`config.mk`:
```
export PLATFORM = sky130hd
export DESIGN_NAME = regcopy_serializer
export DESIGN_NICKNAME = d
export VERILOG_FILES = /design/src/rtl/regcopy_serializer.sv
export SDC_FILE = /design/constraint.sdc
export NUM_CORES = 1
export LEC_CHECK = 0
export CAP_MARGIN = 40
export CORE_MARGIN = 3
export CORE_UTILIZATION = 54
export CTS_CLUSTER_SIZE = 25
export DETAILED_ROUTE_END_ITERATION = 6
export PLACE_DENSITY = 0.93
export RECOVER_POWER = 25
export SYNTH_ARGS = -nofsm -noshare
export SYNTH_HDL_FRONTEND = slang
export SYNTH_SLANG_ARGS = --single-unit
```
`constraint.sdc`:
```
create_clock -name clk -period 3.2 [get_ports clk]
set_input_delay 0.96 -clock clk [delete_from_list [all_inputs] [get_ports clk]]
set_output_delay 0.96 -clock clk [all_outputs]
set_load 0.03 [all_outputs]
```
`src/rtl/regcopy_serializer.sv`:
```
// Snapshots the three register-copy words on a capture request and streams
// them out one beat at a time over valid/ready, with an optional XOR checksum beat.
module regcopy_serializer #(
  parameter int W       = 4,
  parameter int ADD_CHK = 1,
  parameter int CNT_W   = 8
) (
  input  logic             clk,
  input  logic             rst,
  input  logic [W-1:0]     Q1,
  input  logic [W-1:0]     Q2,
  input  logic [W-1:0]     Q3,
  input  logic             in_valid,
  output logic             in_ready,
  output logic [W-1:0]     out_data,
  output logic             out_valid,
  input  logic             out_ready,
  output logic             out_sof,
  output logic             out_eof,
  output logic [CNT_W-1:0] frame_cnt,
  output logic             busy
);

  typedef enum logic {IDLE, SEND} state_t;

  localparam logic [1:0] LAST = (ADD_CHK != 0) ? 2'd3 : 2'd2;

  state_t            state;
  logic [1:0]        idx;
  logic [1:0]        nxt;
  logic [3:0][W-1:0] words;   // slot 3 holds the checksum

  assign nxt = idx + 2'd1;

  always_ff @(posedge clk) begin
    if (!rst) begin
      state     <= IDLE;
      idx       <= 2'd0;
      words     <= '0;
      in_ready  <= 1'b1;
      out_valid <= 1'b0;
      out_data  <= '0;
      out_sof   <= 1'b0;
      out_eof   <= 1'b0;
      busy      <= 1'b0;
      frame_cnt <= '0;
    end else begin
      case (state)
        IDLE: begin
          if (in_valid) begin
            words[0]  <= Q1;
            words[1]  <= Q2;
            words[2]  <= Q3;
            words[3]  <= Q1 ^ Q2 ^ Q3;
            idx       <= 2'd0;
            state     <= SEND;
            in_ready  <= 1'b0;
            out_valid <= 1'b1;
            busy      <= 1'b1;
            out_data  <= Q1;
            out_sof   <= 1'b1;
            out_eof   <= 1'b0;
          end
        end
        SEND: begin
          // Without out_ready every output register simply holds.
          if (out_ready) begin
            if (idx == LAST) begin
              frame_cnt <= frame_cnt + CNT_W'(1);
              state     <= IDLE;
              idx       <= 2'd0;
              in_ready  <= 1'b1;
              out_valid <= 1'b0;
              busy      <= 1'b0;
              out_data  <= '0;
              out_sof   <= 1'b0;
              out_eof   <= 1'b0;
            end else begin
              idx      <= nxt;
              out_data <= words[nxt];
              out_sof  <= 1'b0;
              out_eof  <= (nxt == LAST);
            end
          end
        end
        default: state <= IDLE;
      endcase
    end
  end

endmodule

```
# ---- Word level (Yosys, flattened, before mapping)
# Index checks and enable logic that the tools add are counted.
dict set report totals {
  register_bits 35
  out_inout_bits 17
}
dict set report classes {
  n_addsub 2
  order_cmp 1
  n_eq_ne 5
  muxes 27
  n_bitwise 3
  n_reduce_logical 4
}
# cell n
set op_table {}
lappend op_table {{$mux W4} 4}
lappend op_table {{$mux W1} 12}
lappend op_table {{$pmux W1 S2} 5}
lappend op_table {{$add A8 B1 Y8 const B} 1}
lappend op_table {{$bmux W4 S2} 1}
lappend op_table {{$pmux W4 S2} 1}
lappend op_table {{$xor A4 B4 Y4} 2}
lappend op_table {{$mux W2} 3}
lappend op_table {{$reduce_and A3 Y1} 2}
lappend op_table {{$eq A2 B2 Y1 const B} 2}
lappend op_table {{$ne A2 B2 Y1 const B} 2}
lappend op_table {{$pmux W2 S2} 1}
lappend op_table {{$reduce_and A2 Y1} 2}
lappend op_table {{$lt A2 B3 Y1 const B} 1}
lappend op_table {{$add A2 B1 Y2 const B} 1}
lappend op_table {{$ne A2 B1 Y1 const B} 1}
lappend op_table {{$not A1 Y1} 1}

# ---- Longest topological paths before layout
# Gate-level depths: netlist (run 1).
dict set report logic_depth {
  ltp_word 6
  mapped_depth 6
  mapped_depth_nobuf 5
}

# ---- Worst setup path after synthesis (run 1)
# Ideal clock, no wire load.
dict set report synth_path {
  kind {input to register}
  startpoint {input port out_ready}
  endpoint {register frame_cnt[5]}
  setup_ns 0.070
  arrival_ns 1.924
  required_time_ns 3.130
  path_slack_ns 1.206
  path_stages 5
  n_path_buf 2
  cell_sequence {buf_4 > nand3_2 > buf_6 > or4_1 > a21oi_1}
}
dict set report synth_via {
  elab_chain_cells 1
}
# element line_no
set synth_rtl {}
lappend synth_rtl {{start: declaration} 17} ;# input logic out_ready,
lappend synth_rtl {{$reduce_and A3 Y1 (no line)} --}
lappend synth_rtl {{end signal: assignment} 69} ;# frame_cnt <= frame_cnt + CNT_W'(1);
lappend synth_rtl {{end: declaration} 20} ;# output logic [CNT_W-1:0] frame_cnt,
# No other way between the ends.
# A chain may end at the register's enable or synchronous reset.

# ---- Final worst setup path (run 1)
dict set report layout_path {
  startpoint {register frame_cnt[3]}
  endpoint {output port frame_cnt[3]}
}
# No word-level cell between the ends.

==> results.cfg, run 1 <==
[global_route]
grt_pass1_vias = 1541
grt_max_degree = 22
grt_overflow_total = 0
grt.total_usage_pct = 26.97
antenna_found_initial = 0
grt_pass1_wl_mm = 7.065

[floorplanning]
ios = 33
dieArea_um2 = 3611
dieHeight_um = 60.10
dieWidth_um = 60.10
row_count = 18
initial_core_util_pct = 59.97
coreArea_um2 = 2635

[synthesis]
async_flop_share_pct = 0
synthTopCellsByArea = dfxtp_1 (44%), nand2_1 (9.0%), mux2_2 (7.1%), a21oi_1 (7.0%), o21ai_0 (4.8%)
netlist_instances = 185
ys_seq_area_share_pct = 44.34
yosys.area.top_type = dfxtp_1
netlist_area_um2 = 1580
syn_area_per_cell_um2 = 8.542
ys_seq_elements = 35
synth_common_cells = nand2_1 (38), dfxtp_1 (35), a21oi_1 (22), o21ai_0 (15), mux2_2 (10)
yosysMostFrequentCell = nand2_1
synth_top_area_share_pct = 44.34
synthFlopType = dfxtp_1
synth.distinct_cells = 29
syn-num-nets = 204
synth_edf_count = 0
yosysWarnings = 0

[clocking]
clock_sinks = 35
cts_setup_buffers = 0
clkTransAtPathRegs_ns = 0.11
cts_resized = 0
cts_tree = done
clock_latency_ns = 0.35
numCtsBuffers = 5
cts-root-buf = clkbuf_4
clock_tree.htree_level_count = 2
hold_buffers = 0
cts_max_path_buffers = 2

[worst_setup_path]
max_stage_delay_ns = 0.72
crit_required_ns = 2.24
cp-start-kind = register
crit_chain = clkdlybuf4s50_1
worstPathArrival_ns = 1.55
cp_top_family = buffers and inverters
setup.worst_path.end_class = output port
cp_num_buf_inv = 1
crit_type = reg -> out
cp_slowest_cell = clkdlybuf4s50_1
worstPathMaxFanout = 7

[place]
portBuffers = 32
dp_hpwl_mm = 3.037
globalplace.congestion = 0.8944

[finish]
nNetsFinal = 236
post_route_cells_drive_above_1_share_pct = 10.09
diodes = 0
area_growth_pct = 23.59

[pwr]
pwr_density_cell_nw_per_um2 = 438.8
vdd_drop_max_mv = 0.4504
leakagePower_nw = 0.7388
pwr-share-comb_pct = 17.2
switching_power_mw = 0.2499
clkPwrFrac_pct = 27.4
intPower_mw = 0.6071
pwr-share-seq_pct = 55.4
swShare_pct = 29.16

[route]
via_count = 1486
final_antenna_net_count = 0
drt-initial-drc-count = 82
wl_mm = 4.192
wire_per_inst_um = 16.90
first_pass_iters = 4
vias_per_cell = 5.992
drcViolationCount = 0

[sta]
rsz0062_at_grt = false
tightest_slew_ns = 0.7792
relSlewSlack_pct = 48.06
slew_viol_final = 0
skew_ns = 0.004743
hold_viol_final = 0
period_needed_ns = 2.514
max_freq_mhz = 397.7
setup_tns_ns = 0
setup_viol = 0
min_period_over_period_pct = 78.57
whs_ns = 0.4659

[job]
maxCapViolCount = 0

[hold_path]
hold_class = reg -> reg

[run_status]
status = finished, final reports clean
[logic make-up after synthesis]
kind of cell	Yosys count	share of synthesized area (%)
compound gates	45	15.36
flops	35	44.34
simple gates	67	19.87
buf+inv	13	4.196
mux	11	7.759
fa+ha+maj	3	2.376
xor+xnor	11	6.096
[metrics by stage]
stage	instance area (µm²)	util, %	worst slack [ns]	total power, mW	instances
after global placement	1909	72.46	0.6281	0.6204	240
after floorplan	1580	-	1.206	0.5677	185
final	1953	74.12	0.6857	0.8570	248
after CTS	1962	74.45	0.6930	0.8596	248
after global routing	1953	74.12	0.5837	0.8893	248
after detailed placement	1909	72.46	0.5363	0.6306	240
[state kept, by name, indices dropped and copies added (netlist names)]
register / cells
out_eof: 1
out_data: 4
state: 1
out_sof: 1
idx: 2
words: 16
frame_cnt: 8
busy: 1
in_ready: 1
[area by class of cell]
cell class	instances	area, µm²
Inverter	2	7.507
Fill cell	184	681.9
Timing Repair Buffer	36	346.6
Multi-Input combinational cell	137	808.3
Clock inverter	3	15.01
Tap cell	30	37.54
Sequential cell	35	700.7
Clock buffer	5	37.54
[layout by cell type (no fill, tap or decap), drive strengths merged]
cell	netlist	layout
dfxtp	35	35
clkbuf	6	6
or4	2	2
o211ai	1	1
ha	3	3
clkdlybuf4s50	0	30
nor3b	3	3
xor2	7	7
inv	2	2
mux2	10	10
clkinv	0	3
nand2b	1	1
mux2i	1	1
nor2b	1	1
and3b	1	1
xnor2	4	4
nor2	7	7
nand2	38	38
or3b	1	1
a21oi	22	22
o21ai	15	15
or3	3	3
o211a	1	1
buf	5	3
o31ai	2	2
nand4	3	3
nand3	7	7
a31oi	4	4
dlygate4sd3	0	2
[power groups by stage]
stage                     Clock (mW)  Combinational [mW]  Sequential [mW]
after floorplan                    0              0.0739            0.494
after global placement             0               0.138            0.482
after detailed placement           0               0.147            0.484
after CTS                      0.238               0.147            0.474
after global routing           0.253               0.159            0.477
final                          0.235               0.147            0.475
[worst paths after layout]
check,slack (ns),end,depth (start not counted),startpoint
max,0.69,frame_cnt[3],1,frame_cnt[3]
min,0.47,words[9],2,words[9]
max reg2reg,1.38,frame_cnt[7],4,idx[0]
min reg2reg,0.47,words[9],2,words[9]
[routing by layer]
layer  part of all wire (%)  GRT usage [%]  vias up
met5                      0              0        -
met3                    6.1          5.616       11
met4                    2.2          13.29        0
met1                     39          31.61      719
li1                       -              -      703
met2                     53          46.14       53
Power figures use the tool's default switching activity.
==> run 2: changes to the inputs <==
Settings changed: CORE_UTILIZATION 54 to 50, PLACE_DENSITY 0.93 to 0.87.
Clock period 3.2 ns to 2.45 ns, I/O delays scaled along.
==> results.cfg, run 2 (synthesized netlist as in run 1, its figures left out) <==
[place]
dp_hpwl_mm = 2.594
placed_cell_area_um2 = 1947
portBuffers = 32
globalplace.congestion = 0.7861
post-place-ws_ns = 0.2394

[worst_setup_path]
rr_endpoint = frame_cnt[7]
cp_top_family = buffers and inverters
reg2reg_from = idx[0]
cp_slowest_cell = clkdlybuf4s50_1
rr_worst_depth = 4
setup.worst_path.end_class = output port
crit_required_ns = 1.71
max_stage_delay_ns = 0.71
reg2reg_slack_ns = 0.71
worstPathArrival_ns = 1.49
crit_chain = clkdlybuf4s50_1
cp_num_buf_inv = 1
crit_type = reg -> out
worstPathMaxFanout = 7
cp-start-kind = register

[global_route]
busiest_layer = met2
gr-usage-met2_pct = 29.70
grt_pass1_wl_mm = 5.920
grt_pass1_vias = 1305
grt_util_met1_pct = 24.30
grt_util_met3_pct = 4.144
grt_max_degree = 22
grt.total_usage_pct = 19.00
antenna_found_initial = 0
grt_overflow_total = 0

[finish]
post-route-cell-area_um2 = 2001
layout_common_cells = nand2_1 (38), dfxtp_1 (35), clkdlybuf4s50_1 (30)
top_register = words
largest_reg_flops = 16
diodes = 0
fin_util_pct = 69.55
area_growth_pct = 26.60
largestRegisters = words (16), frame_cnt (8), out_data (4)
post_route_cells_drive_above_1_share_pct = 10.41
layout_commonest_cell = nand2_1
nNetsFinal = 239

[floorplanning]
dieHeight_um = 62.22
dieArea_um2 = 3871
dieWidth_um = 62.22
row_count = 19
ios = 33
initial_core_util_pct = 54.94
coreArea_um2 = 2877

[sta]
setup_tns_ns = 0
skew_ns = 0.01514
worst_slack_ns = 0.2261
hold_viol_final = 0
slew_viol_final = 0
relSlewSlack_pct = 60.60
tightest_slew_ns = 0.5897
rsz0062_at_grt = false
max_freq_mhz = 449.7
period_needed_ns = 2.224
setup_viol = 0
min_period_over_period_pct = 90.77

[clocking]
clock_latency_ns = 0.34
clkTransAtPathRegs_ns = 0.10
numCtsBuffers = 5
clock_sinks = 35
cts_max_path_buffers = 2
cts_resized = 0
cts-root-buf = clkbuf_4
clock_tree.htree_level_count = 2
cts_setup_buffers = 0
cts_tree = done
hold_buffers = 0

[route]
drt-initial-drc-count = 104
wire_per_inst_um = 13.67
wl_mm = 3.595
final_antenna_net_count = 0
vias_per_cell = 5.445
drcViolationCount = 0
first_pass_iters = 4
via_count = 1432

[hold_path]
hold_depth = 2
min_from = words[9]
hold_class = reg -> reg
hold_end = words[9]

[run_status]
status = finished, final reports clean

[pwr]
pwr_density_cell_nw_per_um2 = 580.4
leakagePower_nw = 0.7517
power_mw = 1.161
vdd_drop_max_mv = 0.3958

[job]
maxCapViolCount = 0
[run 2: worst max-delay path by stage]
stage | from | to | slack, ns | cells past startpoint
after global routing | frame_cnt[3] | frame_cnt[3] | 0.17 | 1
after CTS | frame_cnt[3] | frame_cnt[3] | 0.22 | 1
final | frame_cnt[3] | frame_cnt[3] | 0.23 | 1
after global placement | out_ready | frame_cnt[5] | 0.30 | 4
after floorplan | out_ready | frame_cnt[5] | 0.68 | 5
after detailed placement | out_ready | frame_cnt[5] | 0.24 | 4
[run 2: power breakdown]
group | leakage, nW | switching [mW] | internal, mW
Clock | 0.0386 | 0.186 | 0.169
Combinational | 0.426 | 0.0990 | 0.0884
Sequential | 0.287 | 0.0204 | 0.598
Total | 0.752 | 0.305 | 0.856
[run 2: cell type report]
| class | count | area, µm² |
|---|---|---|
| inverters | 2 | 7.507 |
| repair buffers | 39 | 362.8 |
| flip-flops and latches | 35 | 700.7 |
| clock buffers | 8 | 68.82 |
| multi-input cells | 137 | 808.3 |
| fillers | 230 | 875.8 |
| well taps | 42 | 52.55 |
[run 2: routing by layer]
layer	vias to the layer above	part of all wire, %
li1	708	-
met3	7	5.8
met2	49	48
met1	668	44
met4	0	2.0
met5	-	0
[run 2: through the flow]
stage | hold WS (ns) | std cells
5_1_grt | 0.4811 | 263
3_5_place_dp | 0.4472 | 255
4_1_cts | 0.4609 | 263
2_1_floorplan | 0.4329 | 185
6_report | 0.4594 | 263
3_3_place_gp | 0.4390 | 255
[run 2: worst reg2reg max path: stages (launching register included)]
cell     delay (ns)
dfxtp_1        0.45
ha_1           0.27
nand3_1        0.23
or4_1          0.58
a21oi_1        0.15
